`config.mk`:
```
export PLATFORM = sky130hd
export DESIGN_NAME = pwm_scan_controller
export DESIGN_NICKNAME = d
export VERILOG_FILES = /design/src/rtl/pwm_scan_controller.sv
export SDC_FILE = /design/constraint.sdc
export NUM_CORES = 1
export LEC_CHECK = 0
export CAP_MARGIN = 20
export CORE_UTILIZATION = 44
export DETAILED_ROUTE_END_ITERATION = 10
export GPL_TIMING_DRIVEN = 0
export PLACE_DENSITY = 0.65
export REMOVE_ABC_BUFFERS = 1
export SYNTH_ARGS = -nofsm -noshare
export SYNTH_HDL_FRONTEND = slang
export SYNTH_SLANG_ARGS = --single-unit
```
`constraint.sdc`:
```
create_clock -name clock_i -period 3.6 [get_ports clock_i]
set_input_delay 0.9 -clock clock_i [delete_from_list [all_inputs] [get_ports clock_i]]
set_output_delay 0.9 -clock clock_i [all_outputs]
set_load 0.05 [all_outputs]
```
`src/rtl/pwm_scan_controller.sv`:
```
// Round-robin PWM pulse-width scanner: one shared counter measures a full
// high pulse on each channel in turn and applies LOW/HIGH hysteresis to
// produce a filtered digital level per channel.
module pwm_scan_controller #(
  parameter int CHANNELS           = 4,
  parameter int CHANNEL_WIDTH      = 2,
  parameter int MAX_COUNTER_VALUE  = 2000,
  parameter int COUNTER_WIDTH      = 11,
  parameter int HIGH_COUNTER_VALUE = 12,
  parameter int LOW_COUNTER_VALUE  = 11
) (
  input  logic                     clock_i,
  input  logic                     reset_i,
  input  logic                     enable_i,
  input  logic [CHANNELS-1:0]      pwm_i,
  output logic [CHANNELS-1:0]      output_pins_o,
  output logic [COUNTER_WIDTH-1:0] width_o,
  output logic [CHANNEL_WIDTH-1:0] channel_o,
  output logic                     valid_o,
  output logic                     timeout_o,
  output logic                     busy_o
);

  localparam logic [COUNTER_WIDTH-1:0] MAX_CNT  = COUNTER_WIDTH'(MAX_COUNTER_VALUE);
  localparam logic [COUNTER_WIDTH-1:0] HIGH_CNT = COUNTER_WIDTH'(HIGH_COUNTER_VALUE);
  localparam logic [COUNTER_WIDTH-1:0] LOW_CNT  = COUNTER_WIDTH'(LOW_COUNTER_VALUE);
  localparam logic [CHANNEL_WIDTH-1:0] LAST_CH  = CHANNEL_WIDTH'(CHANNELS - 1);

  typedef enum logic [2:0] {
    IDLE      = 3'd0,
    WAIT_LOW  = 3'd1,
    WAIT_RISE = 3'd2,
    MEASURE   = 3'd3,
    REPORT    = 3'd4
  } state_t;

  state_t                   state, state_nxt;
  logic [CHANNELS-1:0]      sync_p0, sync_p1;
  logic                     sel_s;
  logic [COUNTER_WIDTH-1:0] cnt, cnt_nxt, cnt_inc;
  logic [CHANNEL_WIDTH-1:0] ptr;
  logic                     rpt_go;
  logic [COUNTER_WIDTH-1:0] rpt_width;
  logic                     rpt_timeout;

  // Counter increment that sticks at the timeout value instead of wrapping.
  function automatic logic [COUNTER_WIDTH-1:0] sat_inc(input logic [COUNTER_WIDTH-1:0] c);
    return (c >= MAX_CNT) ? MAX_CNT : c + 1'b1;
  endfunction

  // Hysteresis decision: only widths outside the LOW..HIGH band move the level.
  function automatic logic hyst(input logic cur, input logic [COUNTER_WIDTH-1:0] w);
    if (w > HIGH_CNT) return 1'b1;
    if (w < LOW_CNT)  return 1'b0;
    return cur;
  endfunction

  // Two-flop synchronizer on every PWM pin; the FSM only sees the selected bit.
  always_ff @(posedge clock_i or negedge reset_i) begin
    if (!reset_i) begin
      sync_p0 <= '0;
      sync_p1 <= '0;
    end else begin
      sync_p0 <= pwm_i;
      sync_p1 <= sync_p0;
    end
  end

  assign sel_s   = sync_p1[ptr];
  assign cnt_inc = sat_inc(cnt);

  // FSM state register.
  always_ff @(posedge clock_i or negedge reset_i) begin
    if (!reset_i) state <= IDLE;
    else          state <= state_nxt;
  end

  // Next-state, next-count and report payload for the current slot.
  always_comb begin
    state_nxt   = state;
    cnt_nxt     = cnt;
    rpt_go      = 1'b0;
    rpt_width   = '0;
    rpt_timeout = 1'b0;
    case (state)
      IDLE: begin
        cnt_nxt = '0;
        if (enable_i) state_nxt = WAIT_LOW;
      end
      WAIT_LOW: begin
        if (!enable_i) begin
          state_nxt = IDLE;
          cnt_nxt   = '0;
        end else if (!sel_s) begin
          state_nxt = WAIT_RISE;
          cnt_nxt   = '0;
        end else if (cnt_inc == MAX_CNT) begin
          state_nxt   = REPORT;
          cnt_nxt     = '0;
          rpt_go      = 1'b1;
          rpt_width   = MAX_CNT;
          rpt_timeout = 1'b1;
        end else begin
          cnt_nxt = cnt_inc;
        end
      end
      WAIT_RISE: begin
        if (!enable_i) begin
          state_nxt = IDLE;
          cnt_nxt   = '0;
        end else if (sel_s) begin
          state_nxt = MEASURE;
          cnt_nxt   = COUNTER_WIDTH'(1);
        end else if (cnt_inc == MAX_CNT) begin
          state_nxt   = REPORT;
          cnt_nxt     = '0;
          rpt_go      = 1'b1;
          rpt_width   = '0;
          rpt_timeout = 1'b1;
        end else begin
          cnt_nxt = cnt_inc;
        end
      end
      MEASURE: begin
        if (!enable_i) begin
          state_nxt = IDLE;
          cnt_nxt   = '0;
        end else if (!sel_s) begin
          state_nxt = REPORT;
          cnt_nxt   = '0;
          rpt_go    = 1'b1;
          rpt_width = cnt;
        end else if (cnt_inc == MAX_CNT) begin
          state_nxt   = REPORT;
          cnt_nxt     = '0;
          rpt_go      = 1'b1;
          rpt_width   = MAX_CNT;
          rpt_timeout = 1'b1;
        end else begin
          cnt_nxt = cnt_inc;
        end
      end
      REPORT: begin
        cnt_nxt   = '0;
        state_nxt = enable_i ? WAIT_LOW : IDLE;
      end
      default: begin
        state_nxt = IDLE;
        cnt_nxt   = '0;
      end
    endcase
  end

  // Status outputs decoded from the current state.
  always_comb begin
    valid_o = (state == REPORT);
    busy_o  = (state != IDLE);
  end

  // Counter, channel pointer and report registers; results land as REPORT is entered.
  always_ff @(posedge clock_i or negedge reset_i) begin
    if (!reset_i) begin
      cnt           <= '0;
      ptr           <= '0;
      output_pins_o <= '0;
      width_o       <= '0;
      channel_o     <= '0;
      timeout_o     <= 1'b0;
    end else begin
      cnt <= cnt_nxt;
      if (rpt_go) begin
        width_o            <= rpt_width;
        timeout_o          <= rpt_timeout;
        channel_o          <= ptr;
        output_pins_o[ptr] <= hyst(output_pins_o[ptr], rpt_width);
      end
      if (state == REPORT) ptr <= (ptr == LAST_CH) ? '0 : ptr + 1'b1;
    end
  end

endmodule

```
==> run_results.csv <==
group,metric,value,unit
logic_synthesis,ys.flop_type,"dfrtp_1",
logic_synthesis,syn_inst,207,
pwr,power.share.clock,22.1,%
logic_synthesis,yosysTopAreaCellShare,47.30,%
clocking,cts_root_buffer,"clkbuf_8",
logic_synthesis,async_flop_share,100.0,%
die,core-area,4786,sq um
layout,fillerInstances,444,
outcome,status,"finished clean",
critical_path,cpLargestDelayFamily,"simple AND/OR/NAND/NOR gates",
clocking,path_clk_slew,0.09,ns
logic_synthesis,synth_cell_types,52,
logic_synthesis,avgSynthCellArea,10.73,sq um
global_route,grt_usage,19.78,%
timing,tightestPinTransition,0.6426,ns
logic_synthesis,synthSimpleGateAreaFrac,17.79,%
logic_synthesis,yosys.area.top_type,"dfrtp_1",
min_path,hp-class,"flop to flop",
timing,setup_viol,0,
die,io-pin-count,27,
logic_synthesis,synth_seq_cells,42,
clocking,cts_sinks,42,
logic_synthesis,synth.area.top_cells,"dfrtp_1 47%, ha_1 3.4%, a22o_1 2.8%",
die,die_w,73.07,um
placed_design,dpl_worst_slack,0.3553,ns
global_route,grt_max_degree,27,
timing,hold_ws,0.3524,ns
logic_synthesis,synth_compound_area_share,20.10,%
layout,drive_gt1_share,11.26,%
die,dieArea,5338,sq um
routing,drt_iter0_markers,162,
die,initial_core_util,46.43,%
critical_path,critPathLaunchType,"primary input",
timing,layout_setup_ws,0.6604,ns
layout,fin_util,54.43,%
clocking,cts_hold_buf,0,
timing,clock_skew,0.01181,ns
critical_path,critPathSlowestCell,"nor2b_1",
pwr,p_per_area,563.1,nW/um^2
clocking,htreeDepth,2,
die,rows,25,
critical_path,crit_path_end_kind,"flop",
timing,period_minus_slack,2.940,ns
logic_synthesis,synth-xor-area-share,2.365,%
pwr,p_leak,0.001082,uW
layout,layout.cells.non_filler,298,
global_route,gr-total-overflow,0,
placed_design,place_hpwl,3.399,mm
logic_synthesis,yosys_warnings,0,
timing,timing.final.crit_share,81.66,%
routing,ant_nets,0,
pwr,switching_share,39.19,%
clocking,cts_resized,0,
timing,tns,0,ns
routing,drc,0,
placed_design,io_buffers,26,
logic_synthesis,synth_edf_count,0,
clocking,cts_buffers,5,
critical_path,max_stage_delay,0.55,ns
run,cap_violations,0,
timing,final_hold_viol_count,0,
clocking,cts_buffer_depth,2,
pwr,p_int,892.0,uW
layout,antenna_cells,0,
routing,viasPerCell,5.624,
critical_path,required,3.80,ns
critical_path,worst-setup-path-type,"primary input to flop",
routing,totalWireLength,4.683,mm
routing,firstDrtPassIters,4,
critical_path,arrival,3.14,ns
pwr,switchingPower,574.9,uW
critical_path,worstPathCellList,"clkdlybuf4s50_1 > nor2b_1 > and2_1 > and2_1 > a211oi_4 > mux2_4",
timing,timing.final.max_slew_violations,0,
global_route,antenna_found_initial,0,
pwr,pwr-share-comb,36.1,%
layout,final_nets,243,
timing,rsz0062_at_grt,"no",
logic_synthesis,seq_area_frac_synth,47.30,%
critical_path,worst-path-buf-inv,1,
die,die_y,73.07,um
logic_synthesis,yosys.area_share.adder,3.378,%
critical_path,cpMostUsedCell,"and2_1",
placed_design,place_inst,290,
timing,relSlewSlack,57.07,%
placed_design,gp_congestion,0.8371,
global_route,grt_pass1_vias,1569,
layout,area_growth,17.23,%
global_route,grt_pass1_wl,7.921,mm
logic_synthesis,syn_area,2222,sq um
logic_synthesis,synth.area.mux_share,4.054,%
routing,wl_per_cell,15.71,um
clocking,post-cts-setup-buffers,0,
pwr,power_frac_seq,41.9,%
routing,via_count,1676,
clocking,clk_latency,0.31,ns
pwr,peakVddDrop,0.2470,mV
critical_path,cp_max_fo,10,
timing,max_freq,340.2,MHz
logic_synthesis,synth_top_family_by_area,"compound AO/OA/AOI/OAI gates",
clocking,cts_tree,"built",
power by group through the flow:
stage          registers (uW)  clock network (uW)  logic, uW
2_1_floorplan             764                   0        211
3_3_place_gp              625                   0        525
3_5_place_dp              624                   0        530
4_1_cts                   616                 333        532
5_1_grt                   628                 343        566
6_report                  615                 324        529
placed cells by master (no fill, tap or decap), types with 6 or more instances in the layout:
cell type / count
a21oi_1: 6
nor2_1: 9
clkdlybuf4s50_1: 25
a22o_1: 7
nand3_1: 8
nand2_1: 15
ha_1: 6
dfrtp_1: 42
a31oi_1: 7
o21ai_0: 10
inv_1: 9
clkbuf_8: 6
final cells by class:
| type | instances | area, sq um | share of cell area [%] |
|---|---|---|---|
| Inverter | 10 | 40.04 | 1.537 |
| Clock inverter | 2 | 12.51 | 0.4803 |
| Timing Repair Buffer | 27 | 275.3 | 10.57 |
| Sequential cell | 42 | 1051 | 40.35 |
| Clock buffer | 6 | 82.58 | 3.170 |
| Multi-Input combinational cell | 144 | 1060 | 40.68 |
| Tap cell | 67 | 83.83 | 3.218 |
cell families after synthesis:
logic type      count (synthesis)
flops                          42
buf+inv                        21
xor+xnor                        6
mux                             5
simple gates                   70
fa+ha+maj                       6
compound gates                 57
synthesized netlist by cell type (3+ instances only):
cell      instances
nand2b_1          4
nor3_1            5
buf_6             3
o221a_1           3
a311oi_1          5
nand3_1           8
o21ai_0          10
a22o_1            7
clkbuf_1          4
and3_1            5
nand4_1           4
mux2_4            3
xnor2_1           4
nor2_1            9
a31oi_1           7
nand2_1          15
inv_1             9
dfrtp_1          42
a21oi_1           6
ha_1              6
or3_1             5
worst paths after layout:
kind                       slack, ns  cells past startpoint                        to            startpoint
max                             0.66                      6  channel_o[1]$_DFFE_PN0P_              enable_i
min                             0.35                      0      sync_p1[2]$_DFF_PN0_  sync_p0[2]$_DFF_PN0_
max reg2reg                     0.76                      9    width_o[8]$_DFFE_PN0P_      cnt[0]$_DFF_PN0_
min reg2reg                     0.35                      0      sync_p1[2]$_DFF_PN0_  sync_p0[2]$_DFF_PN0_
max in group asynchronous       2.62                      2      sync_p1[2]$_DFF_PN0_               reset_i
min in group asynchronous       0.52                      1          cnt[4]$_DFF_PN0_               reset_i
state kept, by name, summed over array words and instances, names as in the netlist, 2 cells and up:
| name | cells |
|---|---|
| output_pins_o | 4 |
| state | 3 |
| channel_o | 2 |
| ptr | 2 |
| sync_p1 | 4 |
| cnt | 11 |
| sync_p0 | 4 |
| width_o | 11 |
through the flow:
step                area (sq um)  total power (uW)
floorplan                   2151             975.1
global placement            2495              1150
detailed placement          2510              1154
CTS                         2605              1481
global route                2605              1537
finish                      2605              1467
metal layers:
| layer | global-route usage (%) | part of all wire, % | vias to the layer above |
|---|---|---|---|
| met4 | 9.368 | 1.8 | 0 |
| li1 | - | - | 816 |
| met1 | 30.27 | 51 | 819 |
| met5 | 0 | 0 | - |
| met2 | 26.75 | 43 | 33 |
| met3 | 3.315 | 4.1 | 8 |
(Power assumes the default switching activity.)
